File: config.mk
export PLATFORM = sky130hd
export DESIGN_NAME = ps_sync_ctrl
export DESIGN_NICKNAME = d
export VERILOG_FILES = /design/src/rtl/ps_sync_ctrl_pkg.sv /design/src/rtl/ps_diff_classify.sv /design/src/rtl/ps_sync_ctrl.sv
export SDC_FILE = /design/constraint.sdc
export NUM_CORES = 1
export LEC_CHECK = 0
export CAP_MARGIN = 15
export CORE_AREA = 2 2 96 75
export DETAILED_ROUTE_END_ITERATION = 10
export DIE_AREA = 0 0 98 77
export GPL_ROUTABILITY_DRIVEN = 0
export PLACE_DENSITY = 0.86
export SYNTH_ARGS = -nofsm -noshare
export SYNTH_HDL_FRONTEND = slang
export SYNTH_HIERARCHICAL = 1
export SYNTH_SLANG_ARGS = --single-unit
File: constraint.sdc
create_clock -name i_clk -period 1.8 [get_ports i_clk]
set_input_delay 0.36 -clock i_clk [delete_from_list [all_inputs] [get_ports i_clk]]
set_output_delay 0.36 -clock i_clk [all_outputs]
set_load 0.01 [all_outputs]
File: src/rtl/ps_sync_ctrl_pkg.sv
// Shared program-state definitions used by the fetch-side sync controller
// and the MMU ASID tracker.
package ps_sync_ctrl_pkg;

   typedef struct packed {
      logic [1:0]  priv;
      logic        isa_c;
      logic        mie;
      logic        sie;
      logic        trans;
      logic [8:0]  asid;
      logic [21:0] base;
   } program_state_t;

   localparam int PS_W = 37;

   localparam logic [PS_W-1:0] PS_IE_MASK   = {2'b00, 1'b0, 1'b1, 1'b1, 1'b0, 9'h000, 22'h000000};
   localparam logic [PS_W-1:0] PS_CTX_MASK  = {2'b11, 1'b1, 1'b0, 1'b0, 1'b0, 9'h000, 22'h000000};
   localparam logic [PS_W-1:0] PS_XLAT_MASK = {2'b00, 1'b0, 1'b0, 1'b0, 1'b1, 9'h1FF, 22'h3FFFFF};

   typedef enum logic [1:0] {
      IDLE    = 2'd0,
      FLUSH   = 2'd1,
      RELEASE = 2'd2
   } ps_sync_state_e;

   function automatic program_state_t ps_reset_value(input logic [1:0] priv, input logic isa_c);
      program_state_t v;
      v       = 37'h0;
      v.priv  = priv;
      v.isa_c = isa_c;
      return v;
   endfunction

   function automatic logic ps_masked_diff(input program_state_t a, input program_state_t b,
                                           input logic [PS_W-1:0] mask);
      return |((a ^ b) & mask);
   endfunction

endpackage

File: src/rtl/ps_diff_classify.sv
// Classifies the difference between two program states into interrupt-enable,
// context (priv/isa_c) and translation (trans/asid/base) changes.
module ps_diff_classify
   import ps_sync_ctrl_pkg::*;
(
   input  program_state_t i_old,
   input  program_state_t i_new,
   output logic           o_ie_diff,
   output logic           o_ctx_diff,
   output logic           o_xlat_diff
);

   assign o_ie_diff   = ps_masked_diff(i_old, i_new, PS_IE_MASK);
   assign o_ctx_diff  = ps_masked_diff(i_old, i_new, PS_CTX_MASK);
   assign o_xlat_diff = ps_masked_diff(i_old, i_new, PS_XLAT_MASK);

endmodule

File: src/rtl/ps_sync_ctrl.sv
// Holds the stable program state seen by fetch/MMU; context and translation
// changes only land after a pipeline/TLB flush handshake completes.
module ps_sync_ctrl
   import ps_sync_ctrl_pkg::*;
#(
   parameter logic [1:0]  RESET_PRIV  = 2'b11,
   parameter logic        RESET_ISA_C = 1'b1,
   parameter int unsigned ACK_TIMEOUT = 64
) (
   input  logic           i_clk,
   input  logic           i_rst_n,
   input  program_state_t i_ps,
   output program_state_t o_ps,
   output logic           o_stall_fetch,
   output logic           o_flush_pipe,
   output logic           o_flush_tlb,
   input  logic           i_flush_ack,
   output logic           o_timeout,
   input  logic [31:0]    i_log_fd
);

   localparam int             CW      = $clog2(ACK_TIMEOUT + 1);
   localparam logic [CW-1:0]  CNT_MAX = CW'(ACK_TIMEOUT);
   localparam logic [CW-1:0]  CNT_TRG = CW'(ACK_TIMEOUT - 1);

   ps_sync_state_e r_state;
   program_state_t r_ps;
   logic [CW-1:0]  r_cnt;
   logic           r_stall;
   logic           r_flush_pipe;
   logic           r_flush_tlb;
   logic           r_timeout;

   logic           w_ie;
   logic           w_ctx;
   logic           w_xlat;
   logic           w_need_flush;

   ps_diff_classify u_classify (
      .i_old       (r_ps),
      .i_new       (i_ps),
      .o_ie_diff   (w_ie),
      .o_ctx_diff  (w_ctx),
      .o_xlat_diff (w_xlat)
   );

   assign w_need_flush = w_ctx | w_xlat;

   // Flush handshake FSM; IE bits bypass it, everything else lands on the ack edge.
   always_ff @(posedge i_clk) begin
      if (!i_rst_n) begin
         r_state      <= IDLE;
         r_ps         <= ps_reset_value(RESET_PRIV, RESET_ISA_C);
         r_cnt        <= {CW{1'b0}};
         r_stall      <= 1'b0;
         r_flush_pipe <= 1'b0;
         r_flush_tlb  <= 1'b0;
         r_timeout    <= 1'b0;
      end else begin
         if (w_ie) begin
            r_ps.mie <= i_ps.mie;
            r_ps.sie <= i_ps.sie;
         end
         case (r_state)
            IDLE, RELEASE: begin
               if (w_need_flush) begin
                  r_state      <= FLUSH;
                  r_stall      <= 1'b1;
                  r_flush_pipe <= 1'b1;
                  r_flush_tlb  <= w_xlat;
                  r_cnt        <= {CW{1'b0}};
               end else begin
                  r_state <= IDLE;
                  r_stall <= 1'b0;
               end
            end
            FLUSH: begin
               if (i_flush_ack) begin
                  r_ps         <= i_ps;
                  r_flush_pipe <= 1'b0;
                  r_flush_tlb  <= 1'b0;
                  r_state      <= RELEASE;
               end else begin
                  r_flush_tlb <= r_flush_tlb | w_xlat;
                  if (r_cnt != CNT_MAX) begin
                     r_cnt <= r_cnt + CW'(1);
                  end
                  if (r_cnt == CNT_TRG) begin
                     r_timeout <= 1'b1;
                  end
               end
            end
            default: begin
               r_state      <= IDLE;
               r_stall      <= 1'b0;
               r_flush_pipe <= 1'b0;
               r_flush_tlb  <= 1'b0;
            end
         endcase
      end
   end

   assign o_ps          = r_ps;
   assign o_stall_fetch = r_stall;
   assign o_flush_pipe  = r_flush_pipe;
   assign o_flush_tlb   = r_flush_tlb;
   assign o_timeout     = r_timeout;

`ifndef SYNTHESIS
   // Simulation trace of flush entries and acks with old and new state.
   always @(posedge i_clk) begin
      if (i_rst_n && (i_log_fd != 32'd0)) begin
         if ((r_state != FLUSH) && w_need_flush) begin
            $display("ps_sync_ctrl: enter flush old=%h new=%h", r_ps, i_ps);
         end
         if ((r_state == FLUSH) && i_flush_ack) begin
            $display("ps_sync_ctrl: flush ack old=%h new=%h", r_ps, i_ps);
         end
      end
   end
`endif

endmodule

==> results <==
cell type report:
class,instances,area [um^2]
tap,84,105
multi-input combinational,218,1410
clock buffer,6,82.6
timing repair buffer,116,1070
fill,600,2890
sequential,50,1010
inverter,3,11.3
clock inverter,1,30.0
power by group:
group,switching [mW],internal [mW],total [mW]
combinational,0.229,0.292,0.522
clock,0.364,0.445,0.809
sequential,0.0443,1.16,1.20
worst paths after layout:
check	startpoint	endpoint	slack [ns]	cells after the start
max reg2reg	o_ps[0]$_SDFFE_PN0P_	r_cnt[0]$_SDFFE_PN0P_	-0.12	8
min reg2reg	o_timeout$_SDFFE_PN0P_	o_timeout$_SDFFE_PN0P_	0.49	1
max	i_ps[0]	r_cnt[0]$_SDFFE_PN0P_	-0.14	9
min	i_ps[22]	o_ps[22]$_SDFFE_PN0P_	0.46	3
cell usage after synthesis, types with 2 or more instances:
cell type  count
inv_1          3
nor3_1         4
nor2_1         6
xnor2_1       39
nand3_1        8
ha_1           2
nand2_1       80
dfxtp_1       50
buf_2          5
and2_1         3
o21ai_0        7
or3_1          2
nor3b_1        3
a21oi_1        4
o21a_1         2
nor4_1         3
nand4_1        8
clkbuf_1       7
a21boi_0      34
tightest hold or removal path, cell delays in order:
cell           delay, ns
dlygate4sd2_1       0.25
nand2_1             0.05
a21boi_0            0.07
cell families (layout without fill, tap and decap cells):
group                    count (synthesis)  in the layout  synth area share [%]
XOR/XNOR                                39             39                  14.4
AND/OR/NAND/NOR                        125            125                  23.8
AO/OA/AOI/OAI                           50             51                  15.1
buffers and inverters                   16            126                  3.11
adder cells (fa/ha/maj)                  2              2                  1.05
flip-flops                              50             50                  42.1
multiplexers                             1              1                 0.421
stage by stage:
step                      worst slack [ns]  hold slack, ns  util (%)
after floorplan                     0.0215           0.448         -
after global placement              -0.628           0.457      53.5
after detailed placement            -0.722           0.468      53.5
after CTS                           -0.101           0.466      55.6
after global routing                -0.204           0.472      56.2
final                               -0.141           0.464      56.2
per-layer routing:
layer	vias to the layer above	part of all wire, %
met2	57	49
met4	0	0.76
met5	-	0
met1	1081	45
li1	1176	-
met3	4	5.0
registers in the layout, summed over array words and instances (netlist names):
name,count
o_flush_pipe,1
o_flush_tlb,1
o_ps,37
o_stall_fetch,1
o_timeout,1
r_cnt,7
r_state,2
timing repair:
action | in CTS | in global routing
pin swaps | 25 | 6
gates cloned | 1 | 0
hold buffers | 0 | 0
setup endpoints to repair | 12 | 12
gates resized for setup | 45 | 12
==> summary.md <==
| Metric | Value |
|---|---|
| Clock Pin Slew Worst Setup and Hold Paths | ~0.09 ns |
| Clock Tree Buf Depth | 2 |
| Total gr overflow | 0 |
| Final total power | ~2.5 mW |
| Die height | just under 80 um |
| DRT iter0 DRCs | slightly above 70 |
| CP arrival | about 2.1 ns |
| Syn_nets | 357 |
| Required @ worst endpoint | 2.00 ns |
| Mapped Area | about 0.0024 mm^2 |
| Setup ws final | -0.141 ns |
| Global-route met3 utilization | 4.01% |
| HP Class | in -> reg |
| DP HPWL | between 4000 and 5000 um |
| RSZ-0062 raised after global routing | yes |
| Clk sinks | 50 |
| Initial core utilization | a little over a third |
| H-tree depth | 2 |
| # nets final | 468 |
| CP Max Fanout | 5 |
| Row count | 26 |
| Crit path time final | 1.94 ns |
| Fin. Hold Viols | 0 |
| Part of the Yosys area used for sequential elements | roughly 42% |
| Worst ir drop on vdd | approximately 0.50 mV |
| Failing checks | setup timing |
| Mapped Cells | 283 |
| Routed length per placed instance | between 10 and 15 um |
| Setup Viol. Count Final | 10 |
| Placed cells | between 400 and 500 |
| Final worst-path cycle share | 108% |
| Vias in the first global route | about 2,300 |
| Startpoint types | input port |
| Slowest stage delay, CP | around 0.36 ns |
| Max frequency | 0.515 GHz |
| Initial antenna violation count | 0 |
| GRT Overall Usage | between 10% and 20% |
| Syn_area_per_cell | between 8 and 9 um^2 |
| CP delay by family, top | simple AND/OR/NAND/NOR gates |
| CTS root buffer | clkbuf_8 |
| Crit Path Category | in -> reg |
| IO buf count | 80 |
| Top Usage Layer GRT | met2 |
| Most frequent cells in the layout | nand2_1, clkdlybuf4s50_1, dfxtp_1, a21boi_0, xnor2_1 |
| Remaining DRCs | 0 |
| Non-filler cells, final | 478 |
| WP buf/inv | 1 |
| Seq cells post-synth | 50 |
| Die Area | 0.00755 mm^2 |
| Max Cap Viol | 0 |
| Syn-to-layout area delta | 56.1% |
| Die width | 98 um |
| Wire length after detailed routing | roughly 6700 um |
| Max-slew violation count | 0 |
| Diodes inserted | 0 |
| YS warnings | 6 |
| Most common cell after layout, fill and taps aside | nand2_1 |
| Fraction of layout cells with a size suffix above 1 | 17.0% |
| Critical Path, Cell by Cell | dlygate4sd2_1 -> xnor2_2 -> nand4_1 -> nor4_2 -> nand2_1 -> nor3_4 -> a211o_4 -> mux2i_1 -> nor2b_1 |
| Max-Slew Margin vs Limit | about three quarters |
| Yosys top cell by area | dfxtp_1 |
| Via count | 2,318 |
| Clock latency on the worst-skew pair | 0.30 ns |
| Clk_skew | around 0.0065 ns |
| Boundary Pins | between 100 and 150 |
| Top cell type's share of synthesized area | between 40% and 50% |
| Fin area | around 0.0037 mm^2 |
| Router iterations before antenna repair | 4 |
| Slowest CP cell | nor4_2 |
| CTS tree | yes |
| Pleak | 1.40 nW |
| Async SR Flop Fraction | 0% |
| Ranking of synthesized cells by area | dfxtp_1, xnor2_1, nand2_1 |
| Ys flop type | dfxtp_1 |
| Distinct cells, synth | 32 |
| Met2 Use GR | slightly above 30% |
| Cts bufs inserted | 5 |
| Post-Place Cell Area | roughly 0.0035 mm^2 |
| Number of synthesized flops with an enable pin | 0 |
| Core area | roughly 0.0066 mm^2 |
| CP Capture Type | flip-flop |
| Largest net degree at the start of global routing | 49 |
| GRT met1 Usage | 21.1% |
| Tightest Pin Transition | 0.385 ns |
| Post-CTS setup repair buffer count | 0 |
| First-pass GRT wire length | around 11,000 um |
| TNS Setup | -0.919 ns |
| Final ANT Viol Nets | 0 |
| Status | finished, violations left |
| Via-per-instance ratio | ~4.8 |
| Power density over the cells | roughly 680 mW/mm^2 |
Power figures use the tool's default switching activity.
